`src/rtl/data_write_buffer.sv`:
```
// data_write_buffer: CPU-side store queue that drains writes ahead of blocking loads to the AXI bridge
module data_write_buffer #(
  parameter int DEPTH = 4,
  parameter int OSW   = 3
) (
  input  logic        clk,
  input  logic        resetn,
  input  logic        cpu_req,
  input  logic        cpu_wr,
  input  logic [2:0]  cpu_size,
  input  logic [3:0]  cpu_wstrb,
  input  logic [31:0] cpu_addr,
  input  logic [31:0] cpu_wdata,
  output logic        cpu_addr_ok,
  output logic        cpu_data_ok,
  output logic [31:0] cpu_rdata,
  output logic        mem_req,
  output logic        mem_wr,
  output logic [2:0]  mem_size,
  output logic [3:0]  mem_wstrb,
  output logic [31:0] mem_addr,
  output logic [31:0] mem_wdata,
  input  logic        mem_addr_ok,
  input  logic        mem_data_ok,
  input  logic [31:0] mem_rdata
);
  localparam int AW = $clog2(DEPTH);
  localparam logic [1:0] IDLE    = 2'd0;
  localparam logic [1:0] RD_REQ  = 2'd1;
  localparam logic [1:0] RD_WAIT = 2'd2;
  localparam logic [1:0] RD_RESP = 2'd3;

  // queue entry layout: {size[70:68], wstrb[67:64], addr[63:32], wdata[31:0]}
  logic [70:0]    r_q [DEPTH];
  logic [AW:0]    r_wptr, r_rptr;
  logic [OSW-1:0] r_cnt;
  logic [1:0]     r_state, w_nstate;
  logic           r_st_ok;
  logic [31:0]    r_rdata, r_raddr;
  logic [2:0]     r_rsize;
  logic           w_idle, w_empty, w_full, w_st_acc, w_ld_acc;
  logic           w_drain, w_rd, w_pop, w_dec;
  logic [70:0]    w_head;

  assign w_idle  = r_state == IDLE;
  assign w_empty = r_wptr == r_rptr;
  assign w_full  = (r_wptr[AW] != r_rptr[AW]) && (r_wptr[AW-1:0] == r_rptr[AW-1:0]);
  // resetn gates acceptance so addr_ok is low for the whole reset window
  assign w_st_acc = resetn && w_idle && cpu_req && cpu_wr && !w_full;
  assign w_ld_acc = resetn && w_idle && cpu_req && !cpu_wr && w_empty && (r_cnt == '0) && !r_st_ok;
  assign w_drain  = w_idle && !w_empty && (r_cnt != '1);
  assign w_rd     = r_state == RD_REQ;
  assign w_head   = r_q[r_rptr[AW-1:0]];
  assign w_pop    = w_drain && mem_addr_ok;
  assign w_dec    = w_idle && mem_data_ok && (r_cnt != '0);

  assign cpu_addr_ok = w_st_acc || w_ld_acc;
  assign cpu_data_ok = r_st_ok || (r_state == RD_RESP);
  assign cpu_rdata   = r_rdata;
  assign mem_req     = w_drain || w_rd;
  assign mem_wr      = w_drain;
  assign mem_size    = w_drain ? w_head[70:68] : w_rd ? r_rsize : 3'd0;
  assign mem_wstrb   = w_drain ? w_head[67:64] : 4'd0;
  assign mem_addr    = w_drain ? w_head[63:32] : w_rd ? r_raddr : 32'd0;
  assign mem_wdata   = w_drain ? w_head[31:0] : 32'd0;

  // read-path sequencing; mem_data_ok is not looked at in RD_REQ
  always_comb begin
    w_nstate = w_ld_acc ? RD_REQ :
               (w_rd && mem_addr_ok) ? RD_WAIT :
               (r_state == RD_WAIT && mem_data_ok) ? RD_RESP :
               (r_state == RD_RESP) ? IDLE : r_state;
  end

  // queue storage needs no reset: validity is carried by the pointers
  always_ff @(posedge clk) begin
    if (w_st_acc) r_q[r_wptr[AW-1:0]] <= {cpu_size, cpu_wstrb, cpu_addr, cpu_wdata};
  end

  // pointers, outstanding-write count, FSM and response registers
  always_ff @(posedge clk or negedge resetn) begin
    if (!resetn) begin
      r_wptr  <= '0;
      r_rptr  <= '0;
      r_cnt   <= '0;
      r_state <= IDLE;
      r_st_ok <= 1'b0;
      r_rdata <= '0;
      r_raddr <= '0;
      r_rsize <= '0;
    end else begin
      r_wptr  <= r_wptr + (AW+1)'(w_st_acc);
      r_rptr  <= r_rptr + (AW+1)'(w_pop);
      r_cnt   <= r_cnt + OSW'(w_pop) - OSW'(w_dec);
      r_state <= w_nstate;
      r_st_ok <= w_st_acc;
      if (w_ld_acc) begin
        r_raddr <= cpu_addr;
        r_rsize <= cpu_size;
      end
      if (r_state == RD_WAIT && mem_data_ok) r_rdata <= mem_rdata;
    end
  end
endmodule

```
`config.mk`:
```
export PLATFORM = sky130hd
export DESIGN_NAME = data_write_buffer
export DESIGN_NICKNAME = d
export VERILOG_FILES = /design/src/rtl/data_write_buffer.sv
export SDC_FILE = /design/constraint.sdc
export NUM_CORES = 1
export LEC_CHECK = 0
export CORE_AREA = 2 2 178 145
export DETAILED_ROUTE_END_ITERATION = 8
export DIE_AREA = 0 0 180 147
export PLACE_DENSITY_LB_ADDON = 0.08
export SLEW_MARGIN = 20
export SYNTH_ARGS = -nofsm -noshare
export SYNTH_HDL_FRONTEND = slang
export SYNTH_SLANG_ARGS = --single-unit
```
`constraint.sdc`:
```
create_clock -name clk -period 19.63 [get_ports clk]
set_input_delay 3.926 -clock clk [delete_from_list [all_inputs] [get_ports clk]]
set_output_delay 3.926 -clock clk [all_outputs]
set_load 0.005 [all_outputs]
```
==> out/qor.yml <==
pwr:
  seqPwrFrac_pct: 39.2
  leakage_uw: 0.00624
  netSwitchingFraction_pct: 27.7
  pwr-share-comb_pct: 36.4
  vdd_drop_max_mv: 0.105
  cellPowerDensity_nw_per_um2: 147
  p_clk_share_pct: 24.4
  power.net_switching_uw: 720
  intPower_uw: 1880
  p_total_uw: 2600
synthesis:
  synth_compound_area_share_pct: 2.53
  ys_warn_count: 0
  synth_flop_cell: "edfxtp_1"
  synth_top_family_by_area: "multiplexers"
  ys_async_sr_fraction_pct: 21.8
  synth_cells: 654
  syn_nets: 768
  syn_area_um2: 14100
  synth_xor_area_share_pct: 0.622
  synth_adder_area_share_pct: 0.498
  synth_cell_types: 36
  synthMuxAreaShare_pct: 17.5
  synth_edf_count: 284
  syn_avg_cell_area_um2: 21.5
  ys_ff_latch: 363
  synth_simple_gate_area_share_pct: 2.88
  yosysSeqAreaShare_pct: 74.6
cts:
  cts_hold_buf: 0
  clkTransAtPathRegs_ns: 0.06
  cts_resized: 0
  clock-root-buffer: "clkbuf_16"
  cts.sinks: 363
  cts_buffer_depth: 3
  cts_htree_levels: 2
  cts_setup_buffers: 0
  numCtsBuffers: 36
  clk_latency_ns: 0.51
  cts_tree: "done"
critical_path:
  slowest_stage: "clkdlybuf4s50_1"
  crit_fanout: 4
  cp.buffers_inverters: 2
  path_class: "in -> out"
  crit-reg2reg-launch: "r_rptr[0]$_DFF_PN0_"
  cp_top_family: "buffers and inverters"
  cp.required_ns: 15.70
  crit_path_end_kind: "primary output"
  cp-start-kind: "primary input"
  setup.worst_path.start: "cpu_wr"
  cp_cell_sequence: "clkdlybuf4s50_1 > or4_1 > a21oi_1 > clkdlybuf4s50_1"
  crit_path_frequent_cell: "clkdlybuf4s50_1"
  cp_slowest_stage_delay_ns: 0.53
  crit_arrival_ns: 5.61
grt:
  antenna_found_initial: 1
  grt-ovfl-total: 0
  grt_pass1_wl_um: 44400
  grt_pass1_vias: 7876
  grt_max_degree: 72
  grt_usage_pct: 21.9
finish:
  fillers: 1509
  nNetsFinal: 998
  syn2layout_area_growth_pct: 25.8
  final_common_cell: "edfxtp_1"
  mostFrequentLayoutCells: "edfxtp_1, clkdlybuf4s50_1, dfrtp_1, mux4_2, mux2_2"
  drive_gt1_share_pct: 23.6
floorplan:
  die_area_um2: 26500
  start_util_pct: 56.8
  fp.dieH_um: 147
  num_rows: 52
  ioPinCount: 216
  dieWidth_um: 180
  coreArea_um2: 24800
sta:
  finalCritPeriodShare_pct: 48.6
  hold_ws_ns: 0.505
  skew_ns: 0.0108
  setup_viol: 0
  slew_headroom_pct: 36.0
  fin_crit_ns: 9.53
  grt_setup_unrepaired: "no"
  fmax_mhz: 105
  finalMaxSlewViolations: 0
  setup_tns_ns: 0
  hold_viol: 0
  worst_slew_pin_slew_ns: 0.960
drt:
  drc: 0
  drt_iter0_drc: 531
  drt-pass1-iter-count: 5
  drt_wl_total_um: 28700
  wl_per_cell_um: 23.2
  via_count: 7140
  ant_nets: 0
  viasPerCell: 5.78
min_path:
  hold_class: "reg -> reg"
  min_from: "cpu_rdata[7]$_DFFE_PN0P_"
flow_run:
  drv_cap: 0
placement:
  gp_congestion: 0.783
  dp_hpwl_um: 16700
  numPortBuffers: 215
run_status:
  status: "completed"
[through the flow]
stage | setup WS (ns) | cells | area, µm² | util [%]
final | 10.10 | 1236 | 17700 | 71.5
after floorplan | 8.15 | 654 | 14100 | -
after detailed placement | 10.12 | 1169 | 16600 | 66.9
after CTS | 10.11 | 1233 | 17700 | 71.3
after global routing | 10.06 | 1235 | 17700 | 71.5
after global placement | 10.09 | 1168 | 16600 | 66.8
[Yosys cell counts (2+ instances only)]
library cell,instances,area (µm²)
xor2_1,4,35.0
xnor2_1,6,52.6
ha_1,4,50.1
buf_1,6,22.5
buf_2,10,50.1
nor2b_1,2,12.5
and3_1,2,12.5
nand2b_1,3,18.8
inv_1,2,7.51
buf_12,3,60.1
mux2_4,29,435
nor2_1,2,7.51
mux2_2,38,428
nand3_1,3,15.0
clkbuf_1,15,56.3
a21o_1,2,15.0
nand2_1,4,15.0
mux4_2,71,1600
and2_1,36,225
edfxtp_1,284,8530
dfrtp_1,79,1980
a22o_1,35,307
[final timing paths]
check                                            to  slack (ns)  cells past startpoint
min reg2reg                cpu_rdata[7]$_DFFE_PN0P_        0.50                      1
max in group asynchronous       r_rptr[0]$_DFF_PN0_       15.10                      2
max reg2reg                    r_q[1][50]$_DFFE_PP_       15.99                      6
min                        cpu_rdata[7]$_DFFE_PN0P_        0.50                      1
max                                     cpu_addr_ok       10.10                      4
min in group asynchronous   r_raddr[18]$_DFFE_PN0P_        3.41                      1
[layer usage]
| metal | vias up | global-route usage (%) | share of wire, % | routed length, µm |
|---|---|---|---|---|
| met5 | - | 0 | 0 | 0 |
| met4 | 0 | 5.85 | 1.8 | 517 |
| met3 | 54 | 5.01 | 5.9 | 1700 |
| met2 | 219 | 37.7 | 52 | 14800 |
| met1 | 3753 | 28.7 | 41 | 11700 |
| li1 | 3114 | - | - | - |
[cell type report]
| type | count | area, µm² | share of cell area, % |
|---|---|---|---|
| Antenna cell | 2 | 5.00 | 0.0282 |
| Clock buffer | 52 | 1030 | 5.83 |
| Clock inverter | 12 | 60.1 | 0.339 |
| Inverter | 2 | 7.51 | 0.0424 |
| Multi-Input combinational cell | 255 | 3430 | 19.4 |
| Sequential cell | 363 | 10500 | 59.3 |
| Tap cell | 324 | 405 | 2.29 |
| Timing Repair Buffer | 226 | 2270 | 12.8 |
[logic make-up (layout without fill, tap and decap cells)]
group / after synthesis / in the layout
flip-flops: 363 / 363
multiplexers: 138 / 138
AND/OR/NAND/NOR: 60 / 60
AO/OA/AOI/OAI: 42 / 42
buffers and inverters: 36 / 292
XOR/XNOR: 10 / 10
adder cells (fa/ha/maj): 5 / 5
other: 0 / 2
[registers in the layout, summed over array words and instances (netlist names)]
signal,count
cpu_rdata,32
r_cnt,3
r_q,284
r_raddr,32
r_rptr,3
r_rsize,3
r_st_ok,1
r_state,2
r_wptr,3
[power by group through the flow]
stage	logic [µW]	registers, µW	clock network (µW)
6_report	945	1020	635
3_3_place_gp	936	1030	0
4_1_cts	959	1020	652
5_1_grt	1010	1030	683
3_5_place_dp	950	1030	0
2_1_floorplan	501	996	0
Note: power is estimated with default switching activity, not from simulation.
